--- src/rtl/pic_axi_lite_pkg.sv ---
`default_nettype none
// +-------------------------------------------------------------------------+
// | pic_axi_lite_pkg: register map, response codes and FSM states of the PIC |
// | Revision: 1.0                                                           |
// +-------------------------------------------------------------------------+
package pic_axi_lite_pkg;

  localparam logic [7:0] OFF_CTRL    = 8'h00;
  localparam logic [7:0] OFF_ENABLE  = 8'h04;
  localparam logic [7:0] OFF_MODE    = 8'h08;
  localparam logic [7:0] OFF_PENDING = 8'h0C;
  localparam logic [7:0] OFF_ACTIVE  = 8'h10;
  localparam logic [7:0] OFF_VECTOR  = 8'h14;
  localparam logic [7:0] OFF_ID      = 8'h18;

  localparam logic [1:0] RESP_OKAY   = 2'b00;
  localparam logic [1:0] RESP_SLVERR = 2'b10;

  localparam logic [31:0] PIC_ID_DEFAULT = 32'h5049_4301;

  typedef enum logic [0:0] {
    W_IDLE = 1'b0,
    W_RESP = 1'b1
  } wr_state_e;

  typedef enum logic [0:0] {
    R_IDLE = 1'b0,
    R_DATA = 1'b1
  } rd_state_e;

  function automatic logic addr_mapped(input logic [7:0] addr);
    return (addr == OFF_CTRL)    || (addr == OFF_ENABLE) || (addr == OFF_MODE) ||
           (addr == OFF_PENDING) || (addr == OFF_ACTIVE) || (addr == OFF_VECTOR) ||
           (addr == OFF_ID);
  endfunction

endpackage
`default_nettype wire

--- src/rtl/pic_axi_lite_slave_priority_enc.sv ---
`default_nettype none
// +-------------------------------------------------------------------------+
// | pic_priority_enc: lowest-index active line wins                         |
// | Revision: 1.0                                                           |
// +-------------------------------------------------------------------------+
module pic_priority_enc #(
  parameter int unsigned NUM_IRQ = 16
) (
  input  logic [NUM_IRQ-1:0] active,
  output logic               valid,
  output logic [4:0]         index
);

  always_comb begin
    valid = 1'b0;
    index = '0;
    for (int i = NUM_IRQ - 1; i >= 0; i--) begin
      if (active[i]) begin
        valid = 1'b1;
        index = 5'(i);
      end
    end
  end

endmodule
`default_nettype wire

--- src/rtl/pic_axi_lite_slave.sv ---
`default_nettype none
// +-------------------------------------------------------------------------+
// | pic_axi_lite_slave: AXI4-Lite CSR responder of the interrupt controller |
// | Revision: 1.0                                                           |
// +-------------------------------------------------------------------------+
module pic_axi_lite_slave
  import pic_axi_lite_pkg::*;
#(
  parameter int unsigned NUM_IRQ = 16,
  parameter logic [31:0] PIC_ID  = PIC_ID_DEFAULT
) (
  input  logic               aclk,
  input  logic               areset,
  input  logic [31:0]        s_axi_lite_awaddr,
  input  logic               s_axi_lite_awvalid,
  output logic               s_axi_lite_awready,
  input  logic [31:0]        s_axi_lite_wdata,
  input  logic               s_axi_lite_wvalid,
  output logic               s_axi_lite_wready,
  output logic [1:0]         s_axi_lite_bresp,
  output logic               s_axi_lite_bvalid,
  input  logic               s_axi_lite_bready,
  input  logic [31:0]        s_axi_lite_araddr,
  input  logic               s_axi_lite_arvalid,
  output logic               s_axi_lite_arready,
  output logic [31:0]        s_axi_lite_rdata,
  output logic [1:0]         s_axi_lite_rresp,
  output logic               s_axi_lite_rvalid,
  input  logic               s_axi_lite_rready,
  input  logic [NUM_IRQ-1:0] irq,
  output logic               interrupt
);

  wr_state_e          wr_state_q, wr_state_d;
  rd_state_e          rd_state_q, rd_state_d;
  logic               aw_got_q, aw_got_d, w_got_q, w_got_d;
  logic               awready_q, awready_d, wready_q, wready_d;
  logic [7:0]         awaddr_q, awaddr_d;
  logic [31:0]        wdata_q, wdata_d;
  logic               bvalid_q, bvalid_d, wr_upd_q, wr_upd_d;
  logic [1:0]         bresp_q, bresp_d, rresp_q, rresp_d;
  logic               arready_q, arready_d, rvalid_q, rvalid_d;
  logic [31:0]        rdata_q, rdata_d;
  logic               ctrl_q, ctrl_d, interrupt_q, interrupt_d;
  logic [NUM_IRQ-1:0] enable_q, enable_d, mode_q, mode_d;
  logic [NUM_IRQ-1:0] pending_q, pending_d, irq_dly_q, irq_dly_d;
  logic [NUM_IRQ-1:0] w1c, active;
  logic               aw_hs, w_hs, vec_valid, rd_hit;
  logic [4:0]         vec_index;
  logic [31:0]        rd_word;
  logic               unused_bits;

  assign aw_hs  = s_axi_lite_awvalid & awready_q;
  assign w_hs   = s_axi_lite_wvalid & wready_q;
  assign active = pending_q & enable_q;
  assign unused_bits = ^{s_axi_lite_awaddr[31:8], s_axi_lite_araddr[31:8], wdata_q};

  pic_priority_enc #(.NUM_IRQ(NUM_IRQ)) u_prio (
    .active (active),
    .valid  (vec_valid),
    .index  (vec_index)
  );

  // AW and W are captured independently; the register write fires one cycle later, alongside bvalid.
  always_comb begin
    wr_state_d = wr_state_q;
    aw_got_d   = aw_got_q;
    w_got_d    = w_got_q;
    awaddr_d   = awaddr_q;
    wdata_d    = wdata_q;
    bvalid_d   = bvalid_q;
    bresp_d    = bresp_q;
    wr_upd_d   = 1'b0;
    case (wr_state_q)
      W_IDLE: begin
        if (aw_hs) begin
          aw_got_d = 1'b1;
          awaddr_d = s_axi_lite_awaddr[7:0];
        end
        if (w_hs) begin
          w_got_d = 1'b1;
          wdata_d = s_axi_lite_wdata;
        end
        if (aw_got_d && w_got_d) begin
          wr_state_d = W_RESP;
          aw_got_d   = 1'b0;
          w_got_d    = 1'b0;
          bvalid_d   = 1'b1;
          bresp_d    = addr_mapped(awaddr_d) ? RESP_OKAY : RESP_SLVERR;
          wr_upd_d   = 1'b1;
        end
      end
      W_RESP: begin
        if (s_axi_lite_bready) begin
          wr_state_d = W_IDLE;
          bvalid_d   = 1'b0;
        end
      end
      default: wr_state_d = W_IDLE;
    endcase
    awready_d = (wr_state_d == W_IDLE) & ~aw_got_d;
    wready_d  = (wr_state_d == W_IDLE) & ~w_got_d;
  end

  always_comb begin
    rd_word = '0;
    rd_hit  = 1'b1;
    case (s_axi_lite_araddr[7:0])
      OFF_CTRL:    rd_word[0] = ctrl_q;
      OFF_ENABLE:  rd_word[NUM_IRQ-1:0] = enable_q;
      OFF_MODE:    rd_word[NUM_IRQ-1:0] = mode_q;
      OFF_PENDING: rd_word[NUM_IRQ-1:0] = pending_q;
      OFF_ACTIVE:  rd_word[NUM_IRQ-1:0] = active;
      OFF_VECTOR:  rd_word = {vec_valid, 26'b0, vec_index};
      OFF_ID:      rd_word = PIC_ID;
      default:     rd_hit = 1'b0;
    endcase
  end

  always_comb begin
    rd_state_d = rd_state_q;
    rdata_d    = rdata_q;
    rresp_d    = rresp_q;
    rvalid_d   = rvalid_q;
    case (rd_state_q)
      R_IDLE: begin
        if (s_axi_lite_arvalid && arready_q) begin
          rd_state_d = R_DATA;
          rdata_d    = rd_word;
          rresp_d    = rd_hit ? RESP_OKAY : RESP_SLVERR;
          rvalid_d   = 1'b1;
        end
      end
      R_DATA: begin
        if (s_axi_lite_rready) begin
          rd_state_d = R_IDLE;
          rvalid_d   = 1'b0;
        end
      end
      default: rd_state_d = R_IDLE;
    endcase
    arready_d = (rd_state_d == R_IDLE);
  end

  // Edge lines: a fresh edge beats a same-cycle W1C. Level lines simply follow irq.
  always_comb begin
    ctrl_d   = ctrl_q;
    enable_d = enable_q;
    mode_d   = mode_q;
    w1c      = '0;
    if (wr_upd_q) begin
      case (awaddr_q)
        OFF_CTRL:    ctrl_d   = wdata_q[0];
        OFF_ENABLE:  enable_d = wdata_q[NUM_IRQ-1:0];
        OFF_MODE:    mode_d   = wdata_q[NUM_IRQ-1:0];
        OFF_PENDING: w1c      = wdata_q[NUM_IRQ-1:0];
        default:     ;
      endcase
    end
    pending_d   = (mode_q & ((irq & ~irq_dly_q) | (pending_q & ~w1c))) | (~mode_q & irq);
    irq_dly_d   = irq;
    interrupt_d = ctrl_q & (|active);
  end

  always_ff @(posedge aclk) begin
    if (areset) begin
      wr_state_q  <= W_IDLE;
      rd_state_q  <= R_IDLE;
      aw_got_q    <= 1'b0;
      w_got_q     <= 1'b0;
      awready_q   <= 1'b0;
      wready_q    <= 1'b0;
      awaddr_q    <= '0;
      wdata_q     <= '0;
      bvalid_q    <= 1'b0;
      bresp_q     <= '0;
      wr_upd_q    <= 1'b0;
      arready_q   <= 1'b0;
      rvalid_q    <= 1'b0;
      rdata_q     <= '0;
      rresp_q     <= '0;
      ctrl_q      <= 1'b0;
      enable_q    <= '0;
      mode_q      <= '0;
      pending_q   <= '0;
      irq_dly_q   <= '0;
      interrupt_q <= 1'b0;
    end else begin
      wr_state_q  <= wr_state_d;
      rd_state_q  <= rd_state_d;
      aw_got_q    <= aw_got_d;
      w_got_q     <= w_got_d;
      awready_q   <= awready_d;
      wready_q    <= wready_d;
      awaddr_q    <= awaddr_d;
      wdata_q     <= wdata_d;
      bvalid_q    <= bvalid_d;
      bresp_q     <= bresp_d;
      wr_upd_q    <= wr_upd_d;
      arready_q   <= arready_d;
      rvalid_q    <= rvalid_d;
      rdata_q     <= rdata_d;
      rresp_q     <= rresp_d;
      ctrl_q      <= ctrl_d;
      enable_q    <= enable_d;
      mode_q      <= mode_d;
      pending_q   <= pending_d;
      irq_dly_q   <= irq_dly_d;
      interrupt_q <= interrupt_d;
    end
  end

  assign s_axi_lite_awready = awready_q;
  assign s_axi_lite_wready  = wready_q;
  assign s_axi_lite_bvalid  = bvalid_q;
  assign s_axi_lite_bresp   = bresp_q;
  assign s_axi_lite_arready = arready_q;
  assign s_axi_lite_rvalid  = rvalid_q;
  assign s_axi_lite_rdata   = rdata_q;
  assign s_axi_lite_rresp   = rresp_q;
  assign interrupt          = interrupt_q;

endmodule
`default_nettype wire
--- config.mk ---
export PLATFORM = sky130hd
export DESIGN_NAME = pic_axi_lite_slave
export DESIGN_NICKNAME = d
export VERILOG_FILES = /design/src/rtl/pic_axi_lite_pkg.sv /design/src/rtl/pic_axi_lite_slave_priority_enc.sv /design/src/rtl/pic_axi_lite_slave.sv
export SDC_FILE = /design/constraint.sdc
export NUM_CORES = 1
export LEC_CHECK = 0
export ABC_CLOCK_PERIOD_IN_PS = 2070
export BUFFER_PORTS_ARGS = -buffer_cell sky130_fd_sc_hd__buf_2
export CAP_MARGIN = 20
export CORE_UTILIZATION = 50
export DETAILED_ROUTE_END_ITERATION = 12
export GPL_ROUTABILITY_DRIVEN = 0
export PLACE_DENSITY = 0.79
export SLEW_MARGIN = 10
export SYNTH_ARGS = -nofsm -noshare
export SYNTH_HDL_FRONTEND = slang
export SYNTH_SLANG_ARGS = --single-unit
--- constraint.sdc ---
create_clock -name aclk -period 2.07 [get_ports aclk]
set_input_delay 0.414 -clock aclk [delete_from_list [all_inputs] [get_ports aclk]]
set_output_delay 0.414 -clock aclk [all_outputs]
set_load 0.02 [all_outputs]
# Word level (Yosys, flattened, before mapping)
# Index checks and enable logic that the tools add are counted.
# word_totals
mem_bits_ro	0
ff_bits	136
output_inout_bits	42
input_bits	119
elab_cells	145
ram_bits	0
memories	0
latchBits	0
# op_classes
n_addsub	0
n_shift	0
multipliers	0
n_eq_ne	19
div	0
reduce_logical	22
n_mux	62
order_cmp	0
bitwise_logic	21
# ops
operator	count
one-hot mux 15 bit (6 select lines)	1
bitwise AND 16 bit	5
2-to-1 mux 4 bit	16
== test 8 x 4 -> 1 bit, second input constant	6
== test 8 x 5 -> 1 bit, second input constant	6
inverter 16 bit	3
2-to-1 mux 1 bit	33
2-to-1 mux 16 bit	2
OR 16 bit	2
one-hot mux 16 bit (2 select lines)	1
== test 8 x 3 -> 1 bit, second input constant	3
zero test 8 bit	3
2-to-1 mux 8 bit	2
AND reduction 2 bit	8
OR reduction 16 bit	1
!= test 2 bit, second input constant	4
one-hot mux 1 bit (2 select lines)	4
one-hot mux 1 bit (7 select lines)	1
OR reduction 7 bit	1
logical OR 1 bit	6
inverter 1 bit	6
bitwise AND 1 bit	5
2-to-1 mux 2 bit	2
logical AND 1 bit	2
OR reduction 2 bit	1

# Longest topological paths before layout
# depth
word_depth	18
mapped_depth	8

# Modules after synthesis
# Synthesis repeated with hierarchy kept, for this count alone.
# hier_totals
cells_unflattened	620
area_unflattened_um2	5375.2
# by_module_without_submodules
mod	area_per_inst_um2	cells_each	seq_area_each_um2	n_inst
pic_axi_lite_slave	5185.0	585	2402.3	1
pic_priority_enc	190.2	35	0.0	1

# Worst setup path before layout
# Ideal clock, no wire load.
# synth_timing
path_kind	input to register
from	input s_axi_lite_araddr[5]
to	register rdata_q[15] (netlist: s_axi_lite_rdata[15])
path_slack_ps	286
path_buffers	1
path_stages	6
arrival_ps	1725
setup_time_ps	60
path_cell_list	or4_1 buf_2 nor4_4 a21oi_1 o22ai_1 a22o_1
# synth_via
elab_chain_cells	2
word_cells_on_any_way	7
classes_between	eq/ne: 6; mux: 1
# synth_lines
item	line_no	text
start, declared	pic_axi_lite_slave.sv:23	input logic [31:0] s_axi_lite_araddr,
== test 8 x 5 -> 1 bit, or another cell as far along	pic_axi_lite_slave.sv:108	case (s_axi_lite_araddr[7:0])
one-hot mux 15 bit (6 select lines) (*)	pic_axi_lite_slave.sv:108	
end signal, assigned	pic_axi_lite_slave.sv:202	rdata_q <= rdata_d;
end, declared	pic_axi_lite_slave.sv:43	logic [31:0] rdata_q, rdata_d;
# Mark *: on every way between the ends. The rest lies on a longest branch, timed or not.
# A chain may end at the register's enable or synchronous reset.

# Worst setup path after layout
# layout_timing
from	register awaddr_q[7]
to	register mode_q[4]
# layout_via
elab_chain_cells	2
# layout_lines
item	line_no	text
start, declared	pic_axi_lite_slave.sv:38	logic [7:0] awaddr_q, awaddr_d;
start signal, assigned	pic_axi_lite_slave.sv:195	awaddr_q <= awaddr_d;
== test 8 x 4 -> 1 bit	pic_axi_lite_slave.sv:152	case (awaddr_q)
AND reduction 2 bit (no source line)	-	
end signal, assigned	pic_axi_lite_slave.sv:206	mode_q <= mode_d;
end, declared	pic_axi_lite_slave.sv:45	logic [NUM_IRQ-1:0] enable_q, enable_d, mode_q, mode_d;
# Every way passes these cells.

==> results_dict.tcl <==
set metrics [dict create \
    wl_um 12960 \
    p_per_area_nw_per_um2 885.1 \
    num_antenna_cells 0 \
    seq_area_frac_synth_pct 46.25 \
    yosysMostFrequentCell "nand2_1" \
    fill_cells 889 \
    syn_inst 625 \
    status "completed" \
    max_freq_mhz 557.0 \
    num_io_pins 161 \
    maxCapViolations 0 \
    async_flop_share_pct 0 \
    avgSynthCellArea_sq_um 8.310 \
    cp_max_fo 16 \
    h-tree-depth 4 \
    slew_viol_final 0 \
    numCtsBuffers 17 \
    cts_sinks 120 \
    core_sq_um 9910 \
    die_y_um 103.9 \
    min_period_ps 1795 \
    grt_usage_pct 25.19 \
    grt_pass1_vias 4456 \
    r2r-start "awaddr_q[7]$_SDFFE_PP0N_" \
    dieWidth_um 103.9 \
    synth_edf_count 0 \
    placed_area_sq_um 5739 \
    finalHoldViolations 0 \
    drt_iter0_markers 340 \
    synth_seq_cells 120 \
    drtAntennaViolNets 0 \
    detailed_place_hpwl_um 8985 \
    grt_pass1_wl_um 21760 \
    rsz0062_at_grt "no" \
    setup_viol 0 \
    max_slew_margin_pct 61.37 \
    tightest_slew_ps 579.4 \
    ir_drop_v 0.0004826 \
    rows 36 \
    fin_crit_sh_pct 86.74 \
    stdcell_area_sq_um 6295 \
    clock-skew-final_ps 6.647 \
    final_util_pct 63.52 \
    worstSetupPathType "reg -> reg" \
    worstPathRequired_ps 2460 \
    hold_buffers 0 \
    syn2layout_area_growth_pct 21.20 \
    dr.pass1.iters 5 \
    synth_cell_types 53 \
    drive_above_1_share_pct 20.25 \
    preCtsSetupSlack_ps 5.809 \
    fin_cells 854 \
    clk_pin_slew_ps 60 \
    num_vias 4823 \
    yosysWarnings 0 \
    cts_tree "done" \
    dp_cells 822 \
    grt_start_max_net_pins 43 \
    viasPerCell 5.648 \
    post_drt_wl_per_cell_um 15.18 \
    clock_latency_ps 520 \
    critPathArrivalTime_ps 2180 \
    synthTopCellsByCount "150 x nand2_1, 120 x dfxtp_1, 69 x a21oi_1" \
    worst_setup_path_start_kind "flop" \
    yosysTopAreaCell "dfxtp_1" \
    initial_utilization_pct 52.41 \
    nNetsFinal 827 \
    cts_buffer_depth 2 \
    drcViolationCount 0 \
    synth_top_area_share_pct 46.25 \
    netlist_top_cells_area "dfxtp_1 46%, nand2_1 11%, a21oi_1 6.6%, a22o_1 3.2%, a21o_1 3.0%" \
    overflow 0 \
    setup_tns_ps 0 \
    min_from "s_axi_lite_rready" \
    startpoint "awaddr_q[7]$_SDFFE_PP0N_" \
    p_leak_uw 0.002512 \
    end_kind "flop" \
    min_path_type "in -> reg" \
    cts-root-buf "clkbuf_8" \
    synth_flop_cell "dfxtp_1" \
    antenna_found_initial 0 \
    timing.final.ws_setup_ps 274.5 \
    die-area_sq_um 10800 \
    numPortBuffers 84 \
    netlist_area_sq_um 5194 \
]
where the power goes:
group | internal [uW] | switching (uW) | total [uW]
registers | 2390 | 77.1 | 2470
logic | 152 | 227 | 379
clock network | 1700 | 1020 | 2720
total | 4240 | 1330 | 5570
cells in the final DEF (no fill, tap or decap), drive strengths merged, types with 10 or more instances in the layout:
master / Yosys / layout
a211oi: 18 / 18
a21o: 21 / 21
a21oi: 69 / 69
a22o: 19 / 19
a22oi: 15 / 15
buf: 28 / 105
clkbuf: 24 / 19
conb: 1 / 12
dfxtp: 120 / 120
inv: 11 / 11
nand2: 150 / 150
nor2: 31 / 31
nor2b: 18 / 18
nor3: 10 / 10
o22ai: 11 / 11
metal layers:
layer	global-route usage (%)	vias up	part of all wire [%]
met1	33.49	2252	45
met5	0	-	0
met3	5.451	17	7.4
met4	11.53	0	1.5
li1	-	2345	-
met2	39.10	209	46
area by class of cell:
cell class | instances | area (sq um) | area share, %
multi-input cells | 453 | 2526 | 40.13
repair buffers | 105 | 605.6 | 9.620
clock inverters | 13 | 131.4 | 2.087
inverters | 11 | 41.29 | 0.6559
well taps | 133 | 166.4 | 2.644
flip-flops and latches | 120 | 2402 | 38.16
clock buffers | 19 | 421.7 | 6.698
cell families (layout without fill, tap and decap cells):
group / after synthesis / count (layout) / synth area share (%)
simple gates: 251 / 251 / 22.62
compound gates: 180 / 180 / 23.15
flops: 120 / 120 / 46.25
buf+inv: 63 / 148 / 5.951
mux: 10 / 10 / 1.951
other cells: 1 / 12 / 0.07220
flip-flops by register name, summed over array words and instances, names as in the netlist, 8 cells and up:
name,count
irq_dly_q,16
s_axi_lite_rdata,18
enable_q,16
pending_q,16
awaddr_q,8
wdata_q,16
mode_q,16
per-stage QoR:
step                hold WS, ps  power, uW
floorplan                 426.4       2750
global placement          435.2       2877
detailed placement        447.1       2894
CTS                       81.83       5603
global route              93.53       5761
finish                    100.2       5571
repair_timing:
| item | in CTS | in global routing |
|---|---|---|
| setup buffers | 0 | 0 |
| resized for setup | 0 | 2 |
| setup endpoints to repair | 0 | 12 |
path summary, 6_finish.rpt:
path,endpoint,slack [ps],cells after the start
setup / recovery,mode_q[4]$_SDFFE_PP0P_,270,6
hold / removal,s_axi_lite_rvalid$_SDFFE_PP0P_,100,2
setup reg to reg,mode_q[4]$_SDFFE_PP0P_,270,6
hold reg to reg,s_axi_lite_rdata[31]$_SDFFE_PP0P_,450,2
critical path: stages, from the launching register on:
cell and delay (ps):
dfxtp_1 310, nor3_1 290, nand4b_1 270, or3b_1 430, buf_4 220, nand2_1 90
a21oi_1 50
Note: power is estimated with default switching activity, not from simulation.
